`src/rtl/clock_ratio_monitor.sv`:
```
// Measures the period of a slow, asynchronous divided clock in clock cycles and
// reports whether it stays locked to an expected divide ratio.
//
// state  | meaning
// IDLE   | monitor disabled, all status cleared
// ARM    | waiting for a first mon_in rise to start timing
// TRACK  | timing periods, counting consecutive matches toward lock
// LOCKED | LOCK_COUNT consecutive matching periods seen
// FAULT  | bad period or timeout after lock; held until enable drops
module clock_ratio_monitor #(
  parameter int CNT_W      = 8,
  parameter int LOCK_COUNT = 4
) (
  input  logic             clock,
  input  logic             reset,
  input  logic             enable,
  input  logic             mon_in,
  input  logic [CNT_W-1:0] expected_div,
  output logic [CNT_W-1:0] period,
  output logic             period_valid,
  output logic             locked,
  output logic             fault,
  output logic [7:0]       mismatch_count
);

  localparam int MW = (LOCK_COUNT < 2) ? 1 : $clog2(LOCK_COUNT + 1);
  localparam logic [CNT_W-1:0] CNT_MAX   = '1;
  localparam logic [CNT_W-1:0] CNT_ONE   = CNT_W'(1);
  localparam logic [MW-1:0]    LOCK_LAST = MW'(LOCK_COUNT - 1);

  typedef enum logic [2:0] {IDLE, ARM, TRACK, LOCKED, FAULT} state_t;

  state_t           state;
  logic             s1, s2, s3;
  logic [CNT_W-1:0] cnt;
  logic [MW-1:0]    match_cnt;
  logic             rise;
  logic             match;
  logic [7:0]       mc_next;

  assign rise = s2 & ~s3;
  // A saturated count is a lost edge, and divide ratios below 2 are not measurable.
  assign match = (cnt == expected_div) && (cnt != CNT_MAX) &&
                 (expected_div[CNT_W-1:1] != '0);
  assign mc_next = (mismatch_count == 8'hFF) ? mismatch_count : mismatch_count + 8'd1;

  always_ff @(posedge clock or posedge reset) begin
    if (reset) begin
      state          <= IDLE;
      s1             <= 1'b0;
      s2             <= 1'b0;
      s3             <= 1'b0;
      cnt            <= '0;
      match_cnt      <= '0;
      period         <= '0;
      period_valid   <= 1'b0;
      locked         <= 1'b0;
      fault          <= 1'b0;
      mismatch_count <= 8'd0;
    end else begin
      s1 <= mon_in;
      s2 <= s1;
      s3 <= s2;
      if (rise)
        cnt <= CNT_ONE;
      else if (cnt != CNT_MAX)
        cnt <= cnt + CNT_ONE;

      period_valid <= 1'b0;

      if (!enable) begin
        state          <= IDLE;
        match_cnt      <= '0;
        locked         <= 1'b0;
        fault          <= 1'b0;
        mismatch_count <= 8'd0;
      end else begin
        case (state)
          IDLE: state <= ARM;
          ARM: if (rise) state <= TRACK;
          TRACK: begin
            if (rise) begin
              period       <= cnt;
              period_valid <= 1'b1;
              if (match) begin
                match_cnt <= match_cnt + MW'(1);
                if (match_cnt == LOCK_LAST) begin
                  state  <= LOCKED;
                  locked <= 1'b1;
                end
              end else begin
                match_cnt <= '0;
              end
            end
          end
          LOCKED: begin
            if (rise) begin
              period       <= cnt;
              period_valid <= 1'b1;
              if (!match) begin
                state          <= FAULT;
                locked         <= 1'b0;
                fault          <= 1'b1;
                mismatch_count <= mc_next;
              end
            end else if (cnt == CNT_MAX) begin
              state  <= FAULT;
              locked <= 1'b0;
              fault  <= 1'b1;
            end
          end
          FAULT: begin
            if (rise) begin
              period       <= cnt;
              period_valid <= 1'b1;
              if (!match) mismatch_count <= mc_next;
            end
          end
          default: state <= IDLE;
        endcase
      end
    end
  end

endmodule

```
`config.mk`:
```
export PLATFORM = sky130hd
export DESIGN_NAME = clock_ratio_monitor
export DESIGN_NICKNAME = d
export VERILOG_FILES = /design/src/rtl/clock_ratio_monitor.sv
export SDC_FILE = /design/constraint.sdc
export NUM_CORES = 1
export LEC_CHECK = 0
export ABC_AREA = 1
export CAP_MARGIN = 20
export CORE_ASPECT_RATIO = 0.9
export CORE_MARGIN = 1.5
export CORE_UTILIZATION = 40
export DETAILED_ROUTE_END_ITERATION = 6
export HOLD_SLACK_MARGIN = 0.02
export SLEW_MARGIN = 20
export SYNTH_ARGS = -nofsm -noshare
export SYNTH_HDL_FRONTEND = slang
export SYNTH_SLANG_ARGS = --single-unit
```
`constraint.sdc`:
```
create_clock -name clock -period 4.2 [get_ports clock]
set_input_delay 1.05 -clock clock [delete_from_list [all_inputs] [get_ports clock]]
set_output_delay 1.05 -clock clock [all_outputs]
set_load 0.01 [all_outputs]
```
==> flow_metrics.tcl <==
set metrics [dict create \
    dpl.hpwl_um 3025 \
    drcViolationCount 0 \
    die_w_um 77.27 \
    final_antenna_net_count 0 \
    fmax_mhz 371.2 \
    root_buffer "clkbuf_8" \
    power.share.clock_pct 28.9 \
    fin_crit_ps 2694 \
    antenna_cells 0 \
    cts_setup_buffers 0 \
    switching_share_pct 32.59 \
    cts_hold_buffers 0 \
    avgRoutedWirePerCell_um 11.90 \
    synth_xor_area_share_pct 3.529 \
    rsz0062_at_grt "false" \
    crit_type "in -> reg" \
    drt-initial-drc-count 65 \
    critPathMaxStageDelay_ps 650 \
    grt_max_degree 37 \
    antenna_found_initial 0 \
    dieArea_um2 5396 \
    cts_tree "built" \
    cts-buffers-inserted 5 \
    syn_to_final_growth_pct 24.76 \
    synth-edff-count 0 \
    grt_first_pass_wirelength_um 7169 \
    post_layout_nonfiller_instances 338 \
    viasPerCell 4.689 \
    h-tree-depth 2 \
    vias 1585 \
    grt_pass1_vias 1505 \
    cp_num_buf_inv 3 \
    synth_seq_cells 36 \
    critPathCaptureType "flip-flop" \
    dp_cells 330 \
    status "finished clean" \
    finish.net_count 288 \
    cts_sinks 36 \
    critPathRequiredTime_ps 4390 \
    rows 24 \
    groute.usage.overall_pct 16.99 \
    syn_inst 238 \
    pin_count 31 \
    synth.area.mux_share_pct 0 \
    cap_viol_max_count 0 \
    dieHeight_um 69.84 \
    critPathTopFamily "buffers and inverters" \
    fin_skew_ps 7.246 \
    clkLatencyLatePin_ps 290 \
    crit_chain "clkdlybuf4s50_1, inv_1, nor2_1, o21ai_1, inv_1, nand2_1, nand2_1" \
    pwr-share-seq_pct 41.9 \
    drive_gt1_share_pct 15.02 \
    io_buffers 30 \
    crit_slowest_cell "clkdlybuf4s50_1" \
    fin_crit_sh_pct 64.14 \
    yosysSeqAreaShare_pct 45.37 \
    path_max_fanout 16 \
    cts_resized 0 \
    yosys.area_share.simple_pct 28.99 \
    synth-main-ff-cell "dfrtp_1" \
    core-area_um2 4805 \
    power_density_nw_per_um2 469.2 \
    cp_data_arrival_time_ps 2880 \
    switchingPower_mw 0.3788 \
    maxSlewHeadroom_pct 45.92 \
    setup_tns_ps 0 \
    synth_compound_area_share_pct 12.35 \
    syn_avg_cell_area_um2 8.343 \
    initial_core_util_pct 41.33 \
    p_int_mw 0.7837 \
    pwr-share-comb_pct 29.2 \
    wl_um 4021 \
    vdd_drop_max_uv 220.7 \
    p_leak_nw 1.147 \
    clkTransAtPathRegs_ps 70 \
    ys_warn_count 0 \
    tightest_slew_ps 805.8 \
    setup_viol 0 \
    holdWs_ps 354.5 \
    synth.cell_area_um2 1986 \
    cp-start-kind "input pin" \
    clk_path_buf_depth 2 \
    synth_top_family_by_area "simple AND/OR/NAND/NOR gates" \
    synth_fa_ha_area_share_pct 2.520 \
    synth.distinct_cells 32 \
    hold_viol 0 \
    async_flop_share_pct 100.0 \
    grt_overflow 0 \
    synth_nets 254 \
    holdCritPathClass "reg -> reg" \
    gp_congestion 0.8418 \
    first_pass_iters 4 \
    drv_slew 0 \
]
[per-layer routing]
| metal | vias to the layer above | wire [um] | track usage (%) |
|---|---|---|---|
| li1 | 839 | - | - |
| met1 | 714 | 2237 | 25.88 |
| met2 | 27 | 1577 | 22.61 |
| met3 | 5 | 140 | 3.553 |
| met4 | 0 | 66 | 7.879 |
| met5 | - | 0 | 0 |
[worst reg2reg max path, delay by kind of cell (launching register included)]
kind	cells	cell delay, ps
flops	1	400
buf+inv	1	80
fa+ha+maj	1	180
compound gates	1	60
simple gates	7	970
[state kept, by name (all words and copies together), names as in the netlist]
signal          count
s1                  1
fault               1
locked              1
cnt                 8
mismatch_count      8
s3                  1
match_cnt           3
s2                  1
state               3
period_valid        1
period              8
[layout make-up]
type / instances / area, um2
sequential: 36 / 900.9
timing repair buffer: 31 / 307.8
clock buffer: 7 / 96.34
tap: 65 / 81.33
inverter: 32 / 120.1
fill: 473 / 2327
clock inverter: 1 / 30.03
multi-input combinational: 166 / 940.9
[logic make-up after synthesis]
kind of cell | after synthesis
AOI/OAI and AO/OA | 38
adders and majority gates | 4
xor gates and xnor gates | 8
and+or+nand+nor | 116
buffers and inverters | 36
DFF | 36
[Yosys cell counts, types with 4 or more instances]
library cell	count	area [um2]
nand4_1	6	37.54
xor2_1	4	35.03
inv_1	30	112.6
nand3_1	11	55.05
nor3_1	4	20.02
nand2_2	5	31.28
o21ai_0	13	65.06
or2_2	6	37.54
nor2_1	14	52.55
dfrtp_1	36	900.9
nand2_1	60	225.2
a21oi_1	7	35.03
xnor2_1	4	35.03
o21ai_2	10	87.58
ha_1	4	50.05
[layout by cell type, fill, tap and decap left out, drive strengths merged]
| cell type | count |
|---|---|
| inv | 32 |
| buf | 1 |
| xor2 | 4 |
| o21ai | 24 |
| or2 | 7 |
| nor4 | 1 |
| nor3 | 4 |
| nor3b | 1 |
| xnor2 | 4 |
| ha | 4 |
| a211oi | 2 |
| o211ai | 1 |
| clkdlybuf4s50 | 30 |
| a21oi | 8 |
| o31ai | 2 |
| nand4 | 8 |
| nand2 | 66 |
| nand3 | 11 |
| a31oi | 1 |
| bufinv | 1 |
| dfrtp | 36 |
| clkbuf | 7 |
| nor2 | 18 |
[through the flow]
stage | utilization [%] | setup slack, ps | cell area (um2) | total power, mW
after floorplan | - | 2147 | 1986 | 0.6980
after global placement | 48.93 | 1228 | 2351 | 0.8317
after detailed placement | 48.93 | 1169 | 2351 | 0.8339
after CTS | 51.56 | 1478 | 2477 | 1.176
after global routing | 51.56 | 1225 | 2477 | 1.243
final | 51.56 | 1506 | 2477 | 1.163
[power by group through the flow]
| stage | Sequential, mW | Combinational [mW] | Clock (mW) |
|---|---|---|---|
| 6_report | 0.487 | 0.339 | 0.336 |
| 5_1_grt | 0.500 | 0.384 | 0.359 |
| 4_1_cts | 0.487 | 0.344 | 0.345 |
| 3_5_place_dp | 0.492 | 0.342 | 0 |
| 3_3_place_gp | 0.492 | 0.340 | 0 |
| 2_1_floorplan | 0.494 | 0.204 | 0 |
[path summary, 6_finish.rpt]
| path | cells past startpoint | start | to | slack [ps] |
|---|---|---|---|---|
| min in group asynchronous | 3 | reset | cnt[6] | 1150 |
| worst max register to register | 10 | cnt[1] | mismatch_count[6] | 2390 |
| worst min-delay path | 0 | s1 | s2 | 350 |
| worst min register to register | 0 | s1 | s2 | 350 |
| max in group asynchronous | 3 | reset | cnt[5] | 2710 |
| worst max-delay path | 7 | enable | period[2] | 1510 |
Power figures use the tool's default switching activity.
